$ cat src/rtl/fetch_ctrl_if.sv
`default_nettype none
// ============================================================================
// Module   : fetch_ctrl_if
// Brief    : Instruction-memory request/grant/response bus for fetch_ctrl.
// Revision : 1.0
// ============================================================================
interface fetch_ctrl_if #(
    parameter int WIDTH      = 32,
    parameter int DATA_WIDTH = 32
);
    logic                  imem_req;
    logic [WIDTH-1:0]      imem_addr;
    logic                  imem_gnt;
    logic                  imem_rvalid;
    logic [DATA_WIDTH-1:0] imem_rdata;

    modport master (
        output imem_req,
        output imem_addr,
        input  imem_gnt,
        input  imem_rvalid,
        input  imem_rdata
    );

    modport slave (
        input  imem_req,
        input  imem_addr,
        output imem_gnt,
        output imem_rvalid,
        output imem_rdata
    );
endinterface
`default_nettype wire

$ cat src/rtl/fetch_ctrl.sv
`default_nettype none
// ============================================================================
// Module   : fetch_ctrl
// Brief    : Single-outstanding fetch sequencer driving fetch/decode enables,
//            with redirect/stall resolution and a saturating stall counter.
// Revision : 1.0
// ============================================================================
module fetch_ctrl #(
    parameter int                    WIDTH      = 32,
    parameter int                    DATA_WIDTH = 32,
    parameter logic [DATA_WIDTH-1:0] NOP        = 32'h00000013
) (
    input  wire logic                  clk,
    input  wire logic                  rst,
    input  wire logic [WIDTH-1:0]      PCF,
    input  wire logic [1:0]            PCSrcE,
    input  wire logic                  StallReq,
    fetch_ctrl_if.master               imem,
    output logic                       en_fetch,
    output logic                       en_decode,
    output logic                       CLR_decode,
    output logic [DATA_WIDTH-1:0]      InstrDi,
    output logic [15:0]                stall_cycles
);

    typedef enum logic [2:0] {
        S_IDLE = 3'd0,
        S_REQ  = 3'd1,
        S_WAIT = 3'd2,
        S_DROP = 3'd3,
        S_HOLD = 3'd4
    } state_t;

    localparam logic [15:0] c_CNT_MAX = 16'hFFFF;

    state_t                r_state;
    state_t                w_next;
    logic [DATA_WIDTH-1:0] r_buf;
    logic [15:0]           r_stall_cnt;

    logic                  w_redirect;
    logic                  w_req;
    logic                  w_deliver;
    logic                  w_flush;
    logic                  w_buf_load;
    logic [DATA_WIDTH-1:0] w_data;

    assign w_redirect = |PCSrcE;

    // Next state and cycle classification (deliver / flush / neither)
    always_comb begin
        w_next     = r_state;
        w_req      = 1'b0;
        w_deliver  = 1'b0;
        w_flush    = 1'b0;
        w_buf_load = 1'b0;
        w_data     = NOP;
        case (r_state)
            S_IDLE: begin
                w_next = S_REQ;
            end
            S_REQ: begin
                w_req = 1'b1;
                if (w_redirect) begin
                    w_flush = 1'b1;
                    w_next  = imem.imem_gnt ? S_DROP : S_REQ;
                end else if (imem.imem_gnt) begin
                    w_next = S_WAIT;
                end
            end
            S_WAIT: begin
                if (w_redirect) begin
                    w_flush = 1'b1;
                    w_next  = imem.imem_rvalid ? S_REQ : S_DROP;
                end else if (imem.imem_rvalid) begin
                    if (StallReq) begin
                        w_buf_load = 1'b1;
                        w_next     = S_HOLD;
                    end else begin
                        w_deliver = 1'b1;
                        w_data    = imem.imem_rdata;
                        w_next    = S_REQ;
                    end
                end
            end
            S_DROP: begin
                // Wrong-path response still owed by memory; swallow it first
                if (w_redirect) begin
                    w_flush = 1'b1;
                end else if (imem.imem_rvalid) begin
                    w_next = S_REQ;
                end
            end
            S_HOLD: begin
                if (w_redirect) begin
                    w_flush = 1'b1;
                    w_next  = S_REQ;
                end else if (!StallReq) begin
                    w_deliver = 1'b1;
                    w_data    = r_buf;
                    w_next    = S_REQ;
                end
            end
            default: begin
                w_next = S_IDLE;
            end
        endcase
    end

    // Pipeline controls; reset forces a decode bubble and no request
    always_comb begin
        imem.imem_req = 1'b0;
        en_fetch      = 1'b0;
        en_decode     = 1'b1;
        CLR_decode    = 1'b1;
        InstrDi       = NOP;
        if (rst) begin
            imem.imem_req = w_req;
            if (w_flush) begin
                en_fetch   = 1'b1;
                en_decode  = 1'b1;
                CLR_decode = 1'b1;
            end else if (w_deliver) begin
                en_fetch   = 1'b1;
                en_decode  = 1'b1;
                CLR_decode = 1'b0;
                InstrDi    = w_data;
            end else begin
                en_decode  = !StallReq;
                CLR_decode = !StallReq;
            end
        end
    end

    assign imem.imem_addr = PCF;
    assign stall_cycles   = r_stall_cnt;

    always_ff @(posedge clk) begin
        if (!rst) begin
            r_state     <= S_IDLE;
            r_buf       <= NOP;
            r_stall_cnt <= 16'd0;
        end else begin
            r_state <= w_next;
            if (w_buf_load) begin
                r_buf <= imem.imem_rdata;
            end
            if (!en_fetch && (r_stall_cnt != c_CNT_MAX)) begin
                r_stall_cnt <= r_stall_cnt + 16'd1;
            end
        end
    end

endmodule
`default_nettype wire

$ cat src/flat_wrapper.sv
// flat-port wrapper written by rule: the top's interface ports become plain ports
module fetch_ctrl_flat 
#(
    parameter int                    WIDTH      = 32,
    parameter int                    DATA_WIDTH = 32,
    parameter logic [DATA_WIDTH-1:0] NOP        = 32'h00000013
)
  (clk, rst, PCF, PCSrcE, StallReq, en_fetch, en_decode, CLR_decode, InstrDi, stall_cycles, imem_imem_req, imem_imem_addr, imem_imem_gnt, imem_imem_rvalid, imem_imem_rdata);
  fetch_ctrl_if #(.WIDTH(WIDTH), .DATA_WIDTH(DATA_WIDTH)) imem_i ();
  input  wire logic clk;
  input  wire logic rst;
  input  wire logic [WIDTH-1:0] PCF;
  input  wire logic [1:0] PCSrcE;
  input  wire logic StallReq;
  output logic en_fetch;
  output logic en_decode;
  output logic CLR_decode;
  output logic [DATA_WIDTH-1:0] InstrDi;
  output logic [15:0] stall_cycles;
  output wire logic [$bits(imem_i.imem_req)-1:0] imem_imem_req;
  output wire logic [$bits(imem_i.imem_addr)-1:0] imem_imem_addr;
  input wire logic [$bits(imem_i.imem_gnt)-1:0] imem_imem_gnt;
  input wire logic [$bits(imem_i.imem_rvalid)-1:0] imem_imem_rvalid;
  input wire logic [$bits(imem_i.imem_rdata)-1:0] imem_imem_rdata;
  assign imem_imem_req = imem_i.imem_req;
  assign imem_imem_addr = imem_i.imem_addr;
  assign imem_i.imem_gnt = imem_imem_gnt;
  assign imem_i.imem_rvalid = imem_imem_rvalid;
  assign imem_i.imem_rdata = imem_imem_rdata;
  fetch_ctrl #(.WIDTH(WIDTH), .DATA_WIDTH(DATA_WIDTH), .NOP(NOP)) u_core (.clk(clk), .rst(rst), .PCF(PCF), .PCSrcE(PCSrcE), .StallReq(StallReq), .imem(imem_i), .en_fetch(en_fetch), .en_decode(en_decode), .CLR_decode(CLR_decode), .InstrDi(InstrDi), .stall_cycles(stall_cycles));
endmodule
$ cat config.mk
export PLATFORM = sky130hd
export DESIGN_NAME = fetch_ctrl_flat
export DESIGN_NICKNAME = d
export VERILOG_FILES = /design/src/rtl/fetch_ctrl_if.sv /design/src/rtl/fetch_ctrl.sv /design/src/flat_wrapper.sv
export SDC_FILE = /design/constraint.sdc
export NUM_CORES = 1
export LEC_CHECK = 0
export CORE_MARGIN = 4
export CORE_UTILIZATION = 36
export DETAILED_ROUTE_END_ITERATION = 8
export PLACE_DENSITY_LB_ADDON = 0.1
export SETUP_SLACK_MARGIN = 0.05
export SLEW_MARGIN = 20
export SYNTH_ARGS = -nofsm -noshare
export SYNTH_HDL_FRONTEND = slang
export SYNTH_SLANG_ARGS = --single-unit
$ cat constraint.sdc
create_clock -name clk -period 1.85 [get_ports clk]
set_input_delay 0.185 -clock clk [delete_from_list [all_inputs] [get_ports clk]]
set_output_delay 0.185 -clock clk [all_outputs]
set_load 0.02 [all_outputs]
==> results_dict.tcl <==
set metrics [dict create \
    outcome "finished with violations" \
    violated_checks "negative setup slack" \
    comb_power_share 0.179 \
    detailed_place_hpwl_um 5580 \
    global_route_wire_length_before_repair_um 14200 \
    power_switching_share 0.256 \
    synthesis.instances 392 \
    placeableCoreArea_um2 7770 \
    antenna_cells_inserted 0 \
    dominantRegCellSynth "dfxtp_1" \
    layout.core_utilization 0.563 \
    crit_path_start_kind "register" \
    grt_pass1_vias 2843 \
    routed.top_layer "met4" \
    critical_path_class "reg -> out" \
    drcViolationCount 0 \
    cts-hold-fix-buffers 0 \
    gp_congestion 0.808 \
    effective_utilization_at_floorplan 0.372 \
    num_vias 3012 \
    yosys.cell_types.count 45 \
    drt_pre_antenna_iters 4 \
    clock-sinks 51 \
    slew_violations 0 \
    timing.critical_path.slowest_stage_cell "or3b_4" \
    report.final.hold_viol_count 0 \
    total_power_uw 2340 \
    worstPathRequired_ns 1.66 \
    detail_route.wirelength_um 8610 \
    clockPowerShare 0.337 \
    fillers 740 \
    fraction_of_layout_instances_using_a_drive_strength_above_1 0.323 \
    die_h_um 97.6 \
    design.die.area_um2 9530 \
    synth_top_cells_by_area "dfxtp_1, nand2_1, buf_4, a22oi_1, a21oi_1" \
    vdd.ir_drop.worst_mv 0.465 \
    synth.largest_area_cell "dfxtp_1" \
    crit_path_cell_trace "or3b_4 > nor3_4 > buf_6 > buf_12 > a22oi_1 > nor2_2 > buf_6" \
    worst_slack_ns -0.225 \
    layout.cells.most_common_list "nand2_1, clkdlybuf4s50_1, dfxtp_1, buf_4, a21oi_1" \
    routed_via_density 5.20 \
    synth_largest_type_area_fraction 0.353 \
    fraction_of_registers_with_async_set_reset 0 \
    numPortBuffers 90 \
    synth_area_um2 2890 \
    grt_antenna_before_repair 0 \
    grt.overflow.total 0 \
    die-width_um 97.6 \
    worstSetupEndpointType "primary output" \
    grt_setup_unrepaired "true" \
    crit_path_frequent_cell "buf_6" \
    period_minus_slack_ns 2.07 \
    ys_seq_elements 51 \
    cp_max_fo 8 \
    met3_wirelength_um 496 \
    power_per_cell_area_nw_per_um2 536 \
    max-slew-margin-rel 0.720 \
    drt_first_iter_violations 100 \
    max-clock-path-buffers 2 \
    wl_met1_um 4080 \
    post_detailed_route_wirelength_per_cell_um 14.9 \
    hp-class "in -> out" \
    nNetsFinal 548 \
    clock_insertion_delay_worst_skew_ns 0.31 \
    wl_met2_um 3980 \
    timing.fmax_mhz 482 \
    power_switching_uw 599 \
    cts_made_buffers 5 \
    grt_usage 0.176 \
    pin_count_of_the_biggest_net_entering_global_routing 33 \
    pin_count 155 \
    syn_nets 464 \
    ant_nets 0 \
    critPathArrivalTime_ns 1.89 \
    area_of_combinational_cells_with_multiple_inputs_um2 1700 \
    setup_viol_count_final 45 \
    final_cells 579 \
    cts_tree "built" \
    fin_worst_skew_ns 0.00976 \
    internal_power_uw 1750 \
    cell_count_after_placement 557 \
    clkTransAtPathRegs_ns 0.09 \
    pwr-share-seq 0.484 \
    rows 32 \
    total_leakage_power_uw 0.00155 \
    max_cap_viol_count 0 \
    h-tree-depth 2 \
    root_buffer "clkbuf_8" \
    area.sequential_um2 1030 \
    synth-warning-count 0 \
    layout_worst_path_cycle_share 1.12 \
    post_synth.cell_area_avg_um2 7.38 \
    critPathMaxStageDelay_ns 0.42 \
    worst_slew_pin_slew_ns 0.417 \
    mostFrequentLayoutCell "nand2_1" \
    synthToLayoutAreaGrowth_pct 51.1 \
    synth_enable_flop_cells 0 \
    whs_ns 0.370 \
    synth-seq-area-share 0.353 \
]
## worst paths after layout
check                          from                endpoint  slack [ns]  cells past startpoint
setup / recovery  u_core.r_state[2]             InstrDi[12]       -0.22                      7
hold / removal              PCF[27]      imem_imem_addr[27]        0.37                      0
setup reg to reg  u_core.r_state[0]  u_core.stall_cycles[9]       -0.19                      9
hold reg to reg     u_core.r_buf[9]         u_core.r_buf[9]        0.46                      2
## layer usage
| layer | track usage | vias up |
|---|---|---|
| li1 | - | 1513 |
| met1 | 0.241 | 1395 |
| met2 | 0.275 | 94 |
| met3 | 0.0409 | 10 |
| met4 | 0.0490 | 0 |
| met5 | 0 | - |
## kinds of logic (layout without fill, tap and decap cells)
group           Yosys count  after routing  synth area share
fa+ha+maj                 1              1           0.00433
xor+xnor                  1              1           0.00303
simple gates            174            176             0.282
buf+inv                  65            148             0.139
compound gates           98             98             0.211
flops                    51             51             0.353
mux                       2              2           0.00779
## stage by stage
stage	TNS [ns]	setup WS (ns)	instance area (µm²)
floorplan	0	0.0273	2960
global placement	-23.36	-0.555	3920
detailed placement	-25.05	-0.575	3920
CTS	-7.43	-0.250	4180
global route	-11.52	-0.323	4370
finish	-7.13	-0.225	4370
## repair_timing
| action | 4_1_cts | 5_1_grt |
|---|---|---|
| gates cloned | 4 | 1 |
| setup endpoints to repair | 51 | 51 |
| buffers inserted | 7 | 2 |
| pin swaps | 18 | 11 |
| resized for setup | 209 | 38 |
## cell usage after synthesis (all sizes together) (4+ instances only)
master,count
a21oi,43
a22oi,29
buf,42
clkbuf,20
dfxtp,51
nand2,81
nand3,12
nand4,6
nor2,39
nor3,4
o21ai,10
o22ai,5
or3,9
or4,5
## flip-flops by register name, summed over array words and instances (netlist names)
register	cells
u_core.r_buf	32
u_core.r_state	3
u_core.stall_cycles	16
## worst max-delay path: cells and delay by family, from the launching register on
family / cells / cell delay, ns
AO/OA/AOI/OAI: 1 / 0.07
buffers and inverters: 3 / 0.46
flip-flops: 1 / 0.35
AND/OR/NAND/NOR: 3 / 0.71
## layout make-up
| class | instances | share of cell area |
|---|---|---|
| Multi-Input combinational cell | 278 | 0.390 |
| Timing Repair Buffer | 137 | 0.318 |
| Sequential cell | 51 | 0.235 |
| Tap cell | 102 | 0.0292 |
| Clock buffer | 5 | 0.0157 |
| Clock inverter | 3 | 0.0100 |
| Inverter | 3 | 0.00258 |
## power groups by stage
stage,registers [µW],logic (µW),clock network (µW)
CTS,1130,393,819
global route,1140,452,857
finish,1130,419,791
global placement,1160,346,0
floorplan,1160,249,0
detailed placement,1160,348,0
Note: power is estimated with default switching activity, not from simulation.
